--- config.mk ---
export PLATFORM = sky130hd
export DESIGN_NAME = pea_tile_seq
export DESIGN_NICKNAME = d
export VERILOG_FILES = /design/src/rtl/pea_tile_seq.sv
export SDC_FILE = /design/constraint.sdc
export NUM_CORES = 1
export LEC_CHECK = 0
export CAP_MARGIN = 40
export CORE_AREA = 4 4 116 118
export CTS_CLUSTER_SIZE = 12
export DETAILED_ROUTE_END_ITERATION = 10
export DIE_AREA = 0 0 120 122
export MAX_ROUTING_LAYER = met4
export PLACE_DENSITY = 0.68
export SETUP_SLACK_MARGIN = 0.4
export SYNTH_ARGS = -nofsm -noshare
export SYNTH_HDL_FRONTEND = slang
export SYNTH_SLANG_ARGS = --single-unit
--- constraint.sdc ---
create_clock -name clk -period 4.9 [get_ports clk]
set_input_delay 0.98 -clock clk [delete_from_list [all_inputs] [get_ports clk]]
set_output_delay 0.98 -clock clk [all_outputs]
set_load 0.01 [all_outputs]
--- src/rtl/pea_tile_seq.sv ---
// Tile sequencer for the PE array: walks pixel -> ic -> oc -> tile col -> tile row,
// drives IFM/weight read strobes and per-row pixel-valid, with stall, drain and status.
module pea_tile_seq #(
  parameter int COL           = 8,
  parameter int TILE_LEN      = 16,
  parameter int CHN_WIDTH     = 4,
  parameter int CHN_OFT_WIDTH = 6,
  parameter int FMS_WIDTH     = 8,
  parameter int FLUSH_DEPTH   = 5,
  parameter int VLD_LAT       = 3
) (
  input  logic                 clk,
  input  logic                 rstn,
  input  logic                 start,
  input  logic [CHN_WIDTH-1:0] chi,
  input  logic [CHN_WIDTH-1:0] cho,
  input  logic                 stride,
  input  logic                 ksize,
  input  logic [FMS_WIDTH-1:0] ifm_size,
  input  logic                 group,
  input  logic                 stall,
  output logic                 ifm_read,
  output logic                 wgt_read,
  output logic [COL-1:0]       pvalid,
  output logic                 ic_done,
  output logic                 oc_done,
  output logic                 tile_done,
  output logic                 conv_done,
  output logic                 busy,
  output logic                 done,
  output logic [1:0]           dbg_state
);

  localparam int CW = CHN_WIDTH + CHN_OFT_WIDTH;
  localparam int PW = $clog2(TILE_LEN + 1);
  localparam int RW = $clog2(COL + 1);
  localparam int FW = $clog2(FLUSH_DEPTH + 1);
  localparam int DW = $clog2(VLD_LAT + 1);
  localparam logic [FMS_WIDTH-1:0] TILE_LEN_F = FMS_WIDTH'(TILE_LEN);
  localparam logic [FMS_WIDTH-1:0] COL_F      = FMS_WIDTH'(COL);

  typedef enum logic [1:0] {
    S_IDLE  = 2'd0,
    S_FLUSH = 2'd1,
    S_CALC  = 2'd2,
    S_DRAIN = 2'd3
  } state_t;

  // Handshake: stall=1 freezes all sequencing state for that cycle (no advance);
  // the pvalid pipeline keeps shifting and receives 0 for the stalled cycle.

  state_t               state_q, state_d;
  logic [FW-1:0]        flush_q, flush_d;
  logic [DW-1:0]        drain_q, drain_d;
  logic [PW-1:0]        pix_q, pix_d;
  logic                 phase_q, phase_d;
  logic [CW-1:0]        ic_q, ic_d, oc_q, oc_d;
  logic [FMS_WIDTH-1:0] tcol_q, tcol_d, trow_q, trow_d;

  logic                 stride_q, stride_d;
  logic [CW-1:0]        ic_num_q, ic_num_d, oc_num_q, oc_num_d;
  logic [FMS_WIDTH-1:0] tc_col_max_q, tc_col_max_d, tc_row_max_q, tc_row_max_d;
  logic [PW-1:0]        col_last_len_q, col_last_len_d;
  logic [RW-1:0]        row_last_len_q, row_last_len_d;

  logic [VLD_LAT-1:0]          src_pipe_q, src_pipe_d;
  logic [VLD_LAT-1:0][COL-1:0] mask_pipe_q, mask_pipe_d;

  logic [FMS_WIDTH-1:0] ofm_c, col_rem_c, row_rem_c;
  logic [PW-1:0]        col_len;
  logic [COL-1:0]       row_mask;
  logic adv, accept, pix_last, pass_end, ic_last, oc_last, col_last, row_last, src_c;

  // Output geometry derived from the live inputs, captured only on accepted start.
  always_comb begin
    ofm_c = ifm_size;
    if (ksize) begin
      if (stride) ofm_c = ((ifm_size - FMS_WIDTH'(3)) >> 1) + FMS_WIDTH'(1);
      else        ofm_c = ifm_size - FMS_WIDTH'(2);
    end else if (stride) begin
      ofm_c = ((ifm_size - FMS_WIDTH'(1)) >> 1) + FMS_WIDTH'(1);
    end
    col_rem_c = ofm_c % TILE_LEN_F;
    row_rem_c = ofm_c % COL_F;
  end

  always_comb begin
    adv      = !stall;
    accept   = (state_q == S_IDLE) && start;
    col_last = (tcol_q == tc_col_max_q);
    row_last = (trow_q == tc_row_max_q);
    ic_last  = (ic_q == ic_num_q);
    oc_last  = (oc_q == oc_num_q);
    col_len  = col_last ? col_last_len_q : PW'(TILE_LEN);
    pix_last = (pix_q == col_len - PW'(1));
    pass_end = pix_last && (!stride_q || phase_q);

    ic_done   = (state_q == S_CALC) && adv && pass_end;
    oc_done   = ic_done && ic_last;
    tile_done = oc_done && oc_last;
    conv_done = tile_done && col_last && row_last;

    ifm_read  = (accept || (state_q == S_FLUSH) || (state_q == S_CALC)) && adv;
    wgt_read  = (accept || ((state_q == S_FLUSH) && (flush_q < FW'(2)))) && adv;
    done      = (state_q == S_DRAIN) && adv && (drain_q == DW'(VLD_LAT - 1));
    busy      = (state_q != S_IDLE);
    dbg_state = state_q;
    src_c     = (state_q == S_CALC) && adv && (!stride_q || phase_q);

    for (int i = 0; i < COL; i++) begin
      row_mask[i] = !row_last || (RW'(i) < row_last_len_q);
    end
  end

  always_comb begin
    state_d        = state_q;
    flush_d        = flush_q;
    drain_d        = drain_q;
    pix_d          = pix_q;
    phase_d        = phase_q;
    ic_d           = ic_q;
    oc_d           = oc_q;
    tcol_d         = tcol_q;
    trow_d         = trow_q;
    stride_d       = stride_q;
    ic_num_d       = ic_num_q;
    oc_num_d       = oc_num_q;
    tc_col_max_d   = tc_col_max_q;
    tc_row_max_d   = tc_row_max_q;
    col_last_len_d = col_last_len_q;
    row_last_len_d = row_last_len_q;

    unique case (state_q)
      S_IDLE: begin
        if (start) begin
          state_d        = S_FLUSH;
          flush_d        = '0;
          pix_d          = '0;
          phase_d        = 1'b0;
          ic_d           = '0;
          oc_d           = '0;
          tcol_d         = '0;
          trow_d         = '0;
          stride_d       = stride;
          ic_num_d       = group ? '0 : ({chi, {CHN_OFT_WIDTH{1'b0}}} - CW'(1));
          oc_num_d       = {cho, {CHN_OFT_WIDTH{1'b0}}} - CW'(1);
          tc_col_max_d   = (ofm_c - FMS_WIDTH'(1)) / TILE_LEN_F;
          tc_row_max_d   = (ofm_c - FMS_WIDTH'(1)) / COL_F;
          col_last_len_d = (col_rem_c == '0) ? PW'(TILE_LEN) : PW'(col_rem_c);
          row_last_len_d = (row_rem_c == '0) ? RW'(COL) : RW'(row_rem_c);
        end
      end
      S_FLUSH: begin
        if (adv) begin
          if (flush_q == FW'(FLUSH_DEPTH - 1)) begin
            state_d = S_CALC;
            flush_d = '0;
            pix_d   = '0;
            phase_d = 1'b0;
          end else begin
            flush_d = flush_q + FW'(1);
          end
        end
      end
      S_CALC: begin
        if (adv) begin
          // Stride 2 spends two cycles per output pixel; the pixel moves on phase 1.
          if (stride_q) begin
            phase_d = !phase_q;
            if (phase_q) pix_d = pix_q + PW'(1);
          end else begin
            pix_d = pix_q + PW'(1);
          end
          if (pass_end) begin
            pix_d   = '0;
            phase_d = 1'b0;
            drain_d = '0;
            state_d = conv_done ? S_DRAIN : S_FLUSH;
            ic_d    = ic_last ? '0 : ic_q + CW'(1);
            if (oc_done) oc_d = oc_last ? '0 : oc_q + CW'(1);
            if (tile_done) begin
              if (col_last) begin
                tcol_d = '0;
                trow_d = row_last ? '0 : trow_q + FMS_WIDTH'(1);
              end else begin
                tcol_d = tcol_q + FMS_WIDTH'(1);
              end
            end
          end
        end
      end
      S_DRAIN: begin
        if (adv) begin
          if (drain_q == DW'(VLD_LAT - 1)) begin
            state_d = S_IDLE;
            drain_d = '0;
          end else begin
            drain_d = drain_q + DW'(1);
          end
        end
      end
      default: state_d = S_IDLE;
    endcase
  end

  // Valid/mask delay line runs every cycle so stalled cycles appear as gaps.
  always_comb begin
    src_pipe_d     = src_pipe_q;
    mask_pipe_d    = mask_pipe_q;
    src_pipe_d[0]  = src_c;
    mask_pipe_d[0] = row_mask;
    for (int i = 1; i < VLD_LAT; i++) begin
      src_pipe_d[i]  = src_pipe_q[i-1];
      mask_pipe_d[i] = mask_pipe_q[i-1];
    end
    pvalid = src_pipe_q[VLD_LAT-1] ? mask_pipe_q[VLD_LAT-1] : '0;
  end

  always_ff @(posedge clk or negedge rstn) begin
    if (!rstn) begin
      state_q        <= S_IDLE;
      flush_q        <= '0;
      drain_q        <= '0;
      pix_q          <= '0;
      phase_q        <= 1'b0;
      ic_q           <= '0;
      oc_q           <= '0;
      tcol_q         <= '0;
      trow_q         <= '0;
      stride_q       <= 1'b0;
      ic_num_q       <= '0;
      oc_num_q       <= '0;
      tc_col_max_q   <= '0;
      tc_row_max_q   <= '0;
      col_last_len_q <= '0;
      row_last_len_q <= '0;
      src_pipe_q     <= '0;
      mask_pipe_q    <= '0;
    end else begin
      state_q        <= state_d;
      flush_q        <= flush_d;
      drain_q        <= drain_d;
      pix_q          <= pix_d;
      phase_q        <= phase_d;
      ic_q           <= ic_d;
      oc_q           <= oc_d;
      tcol_q         <= tcol_d;
      trow_q         <= trow_d;
      stride_q       <= stride_d;
      ic_num_q       <= ic_num_d;
      oc_num_q       <= oc_num_d;
      tc_col_max_q   <= tc_col_max_d;
      tc_row_max_q   <= tc_row_max_d;
      col_last_len_q <= col_last_len_d;
      row_last_len_q <= row_last_len_d;
      src_pipe_q     <= src_pipe_d;
      mask_pipe_q    <= mask_pipe_d;
    end
  end

endmodule

* Word-level counts from Yosys, hierarchy flattened
Cells that the tools add are included.
Word-level totals: register bits after elaboration 115, output and inout port bits 18, bits of input ports 23, word-level logic and storage cells 178
Operators by class: reductions and logical operators 48, multiplexer cells 63, add/subtract/negate cells 16, order comparisons 9, equality and inequality tests 22
Operators by type and width (number):
- 8-bit 2-to-1 mux | 14
- 10-bit 2-to-1 mux | 9
- 5-bit 2-to-1 mux | 9
- 10-bit case mux with 2 select lines | 2
- 8-bit case mux with 2 select lines | 2
- 2-bit 2-to-1 mux | 12
- 10-bit by 1-bit adder with 10-bit output, second input constant | 2
- 10-bit == test | 2
- 10-bit by 1-bit subtractor with 10-bit output, second input constant | 2
- 6-bit AND reduction | 3
- 7-bit by 1-bit adder with 8-bit output, second input constant | 2
- 8-bit by 1-bit adder with 8-bit output, second input constant | 2
- 8-bit logical NOT | 2
- 3-bit by 4-bit less-than comparator with 1-bit output, first input constant | 4
- 2-bit inequality test, second input constant | 8
- 8-bit by 1-bit subtractor with 8-bit output, second input constant | 2
- 8-bit by 2-bit subtractor with 8-bit output, second input constant | 2
- 5-bit case mux with 3 select lines | 1
- 1-bit logical AND | 14
- 1-bit logical OR | 12
- 5-bit AND reduction | 2
- 3-bit 2-to-1 mux | 3
- 8-bit by 4-bit == test with 1-bit output | 1
- 8-bit by 5-bit == test with 1-bit output | 1
- other kinds (28) | 45

* Logic depth before layout (Yosys ltp)
word-level depth 14, gate-level depth with buffers 15, gate-level depth less buffers 13

* Worst setup path before layout
Ideal clock, no wire load.
kind register -> output, from register tcol_q[4], to output conv_done, path buffers 1, arrival time 2953 ps, stages on the path, launching flop included 13, data required time 3920 ps, slack 967 ps, path through dfrtp_1 > nor4_2 > nand2_1 > nor2_1 > nand2_1 > ha_1 > xnor2_1 > nand3b_1 > a211oi_1 > o221ai_2 > or2_1 > buf_4 > nor4_2
Between the ends: cells in the longest elaborated chain, start to end 10
RTL lines:
- start, declared | RTL line 58 | logic [FMS_WIDTH-1:0] tcol_q, tcol_d, trow_q, trow_d;
- start signal, assigned | RTL line 247 | tcol_q <= tcol_d;
- 8-bit by 4-bit == test with 1-bit output (*) | RTL line 90 | col_last = (tcol_q == tc_col_max_q);
- 5-bit 2-to-1 mux | RTL line 94 | col_len = col_last ? col_last_len_q : PW'(TILE_LEN);
- 5-bit by 1-bit subtractor with 5-bit output | RTL line 95 | pix_last = (pix_q == col_len - PW'(1));
- 5-bit == test | RTL line 95
- 1-bit logical AND | RTL line 96 | pass_end = pix_last && (!stride_q || phase_q);
- 1-bit logical AND | RTL line 98 | ic_done = (state_q == S_CALC) && adv && pass_end;
- 1-bit logical AND | RTL line 99 | oc_done = ic_done && ic_last;
- 1-bit logical AND | RTL line 100 | tile_done = oc_done && oc_last;
- 1-bit logical AND (*) (2 in series) | RTL line 101 | conv_done = tile_done && col_last && row_last;
- end, declared | RTL line 28 | output logic conv_done,
Every way passes the cells marked *; elsewhere a longest branch is shown, timed or not.

* Final worst setup path
from register tcol_q[4], to output ic_done
Between the ends: cells in the longest elaborated chain, start to end 6
RTL lines:
- 8-bit by 4-bit == test with 1-bit output | RTL line 90
- 5-bit 2-to-1 mux | RTL line 94
- 5-bit by 1-bit subtractor with 5-bit output | RTL line 95
- 5-bit == test | RTL line 95
- 1-bit logical AND | RTL line 96
- 1-bit logical AND | RTL line 98
- end, declared | RTL line 25 | output logic ic_done,
Every way passes these cells.

==> run metrics <==
run status=finished clean; die area=14,600 µm²; predominant post-synthesis flop cell=dfrtp_1; yosys warns=0; area of the core=12,500 µm²; Reg clk slew, reported paths=0.07 ns; share of the yosys chip area belonging to registers=41.3%; worst vdd ir=0.194 mV; cts bufs inserted=9; Num Clock Sinks=100; syn_area_per_cell=9.02 µm²; clock tree buffer depth=2; async set or reset register ratio after synthesis=100%; Synth Register Bits=100; RSZ-0062 raised after global routing=no; Post-CTS Hold Buffers=0; vias in the first global route=4,917; Leakage=3.03 nW; Routed Antenna Nets=0; Pre-antenna DRT Iters=5; Synth Area in Simple Gates=25.3%; ANT cells=0; vias after detailed routing=5,105; CP arrival=3.27 ns; dpl hpwl=9.78 mm; worst clock skew=0.00555 ns; critical path peak fanout=17; Fill cells=1,091; Remaining DRCs=0; XOR/XNOR share of the synthesized area=8.76%; slowest CP cell=dfrtp_2; initial antenna violation count=0; clock root buffer=clkbuf_16; area of the multi-input gates=3410 µm²; fraction of layout instances using a drive strength above 1=9.40%; drt initial violations=411; Final TNS setup=0 ns; Port Buf Inserts=40; compound-gate portion of the synthesized area=16.5%; CTS H-Tree Depth=3; crit share post-route=86.7%; largest net degree at the start of global routing=64; Mapped Nets=712; Slew @ Worst Pin=0.779 ns; DRT Wirelength=13.6 mm; Die X=120 µm; crit path capture type=primary output; gpl congestion=0.897; unique cell type count in the Yosys netlist=79; # IOs=41; first-pass GRT wire length=23.4 mm; fraction of the mapped netlist area in adder cells=3.51%; WS Path Type=reg -> out; Post-Syn Instances=672; largest family of logic cells by synthesized area=simple AND/OR/NAND/NOR gates; crit path cell chain=nor4_4 -> nand2_2 -> nor2_4 -> nand2_1 -> ha_2 -> xnor2_2 -> nand3b_1 -> a211oi_2 -> o221ai_2 -> or2_4 -> buf_6 -> nor2_1 -> dlygate4sd2_1; max cap viols=0; all-layer global routing usage=19.9%; CTS tree=done; Post-synth EDFFs=0; Vias/cell=5.77; max incr delay on CP=0.44 ns; starting density of the core=48.6%; clk_lat worst skew=0.34 ns; Layout area overhead=15.6%; Worst Hold Class=reg -> reg; Final Hold Fails=0; Startpoint Class=register; post-synthesis mux area share=1.22%; final setup fails=0; sequential standard cell area=2500 µm²; max-slew violations=0; Tmin final=4.25 ns; wire per inst=15.4 µm; grt ovf=0; Slew Limit Headroom=48.1%; Pwr Density=445 nW/µm²; chip height=122 µm; Total Power=3.12 mW; synthesized area=6060 µm²; Rows=41; fmax=0.235 GHz; Data required, critical path=3.92 ns; Nets=748
==> flip-flops by register name, indices dropped and copies added, names as in the netlist, 5 cells and up <==
name,count
mask_pipe_q,8
oc_num_q,5
oc_q,10
col_last_len_q,5
ic_q,10
tcol_q,8
tc_row_max_q,5
ic_num_q,5
trow_q,8
pix_q,5
mask_pipe_d,16
==> where the power goes <==
part	internal [mW]	total [mW]	switching, mW
sequential	1.03	1.23	0.202
clock	0.359	0.702	0.343
combinational	0.496	1.18	0.686
==> worst paths after layout <==
check | from | endpoint | slack (ns) | depth (start not counted)
setup / recovery | tcol_q[4] | ic_done | 0.65 | 13
hold / removal | mask_pipe_d[21] | mask_pipe_q[21] | 0.35 | 0
setup reg to reg | tcol_q[4] | trow_q[4] | 1.37 | 14
hold reg to reg | mask_pipe_d[21] | mask_pipe_q[21] | 0.35 | 0
max in group asynchronous | rstn | mask_pipe_d[13] | 3.19 | 2
min in group asynchronous | rstn | mask_pipe_q[23] | 0.70 | 1
==> area by class of cell <==
type / instances / share of cell area (%)
Inverter: 19 / 1.02
Timing Repair Buffer: 54 / 7.27
Clock inverter: 7 / 1.02
Tap cell: 172 / 3.07
Clock buffer: 9 / 3.21
Sequential cell: 100 / 35.7
Multi-Input combinational cell: 524 / 48.7
==> timing repair <==
action                     in CTS  in global routing
pin swaps                       3                  2
gates resized for setup        12                  5
buffers inserted                6                  1
setup endpoints to repair       4                  4
==> synthesized netlist by cell type (12+ instances only) <==
library cell	count	area [µm²]
ha_1	17	213
dfrtp_1	100	2500
xor2_1	28	245
o21ai_0	45	225
xnor2_1	30	263
and3_1	12	75.1
nand2_1	93	349
nor3_1	23	115
nor2_1	53	199
clkbuf_1	19	71.3
nand4_1	13	81.3
a21oi_1	13	65.1
nand3_1	28	140
and2_1	13	81.3
inv_1	19	71.3
==> cell families (layout without fill, tap and decap cells) <==
kind of cell | Yosys count | count (layout)
XOR/XNOR | 59 | 59
AND/OR/NAND/NOR | 298 | 298
multiplexers | 6 | 6
buffers and inverters | 48 | 89
flip-flops | 100 | 100
AO/OA/AOI/OAI | 144 | 144
adder cells (fa/ha/maj) | 17 | 17
==> critical path: cells and delay by family (launching register included) <==
| family | cells | cell delay, ns |
|---|---|---|
| AOI/OAI and AO/OA | 2 | 0.38 |
| and+or+nand+nor | 7 | 1.26 |
| buffers and inverters | 2 | 0.45 |
| xor gates and xnor gates | 1 | 0.16 |
| DFF | 1 | 0.44 |
| adders and majority gates | 1 | 0.23 |
==> layout by cell type, fill, tap and decap left out, types with 6 or more instances in the layout <==
master and n:
xor2_1 28, o21a_1 8, nand4_1 13, xnor2_1 28, ha_1 16, o21ai_0 45
nand2_1 92, a21o_1 9, inv_1 19, clkdlybuf4s50_1 35, nor2_1 52, a211o_1 6
clkbuf_16 9, nor3_1 23, nand2b_1 9, and2_1 13, nand3_1 27, buf_4 14
and3_1 12, a21oi_1 13, o31ai_1 10, dfrtp_1 99
==> stage by stage <==
stage | hold WS [ns] | cell area, µm² | utilization [%] | std cells | setup slack, ns
final | 0.349 | 7010 | 56.2 | 885 | 0.650
after floorplan | 0.331 | 6060 | - | 672 | 0.967
after global placement | 0.332 | 6590 | 52.9 | 862 | 0.290
after CTS | 0.351 | 6980 | 56.0 | 884 | 0.299
after global routing | 0.352 | 7010 | 56.2 | 885 | 0.419
after detailed placement | 0.335 | 6590 | 52.9 | 862 | 0.184
==> per-layer routing <==
layer  track usage [%]  up-vias  routed length [µm]
met1              25.3     2475                6060
met2              32.5      136                6660
met4              7.80        0                 316
li1                  -     2467                   -
met5                 -        -                   0
met3              2.83       27                 595
Power figures use the tool's default switching activity.
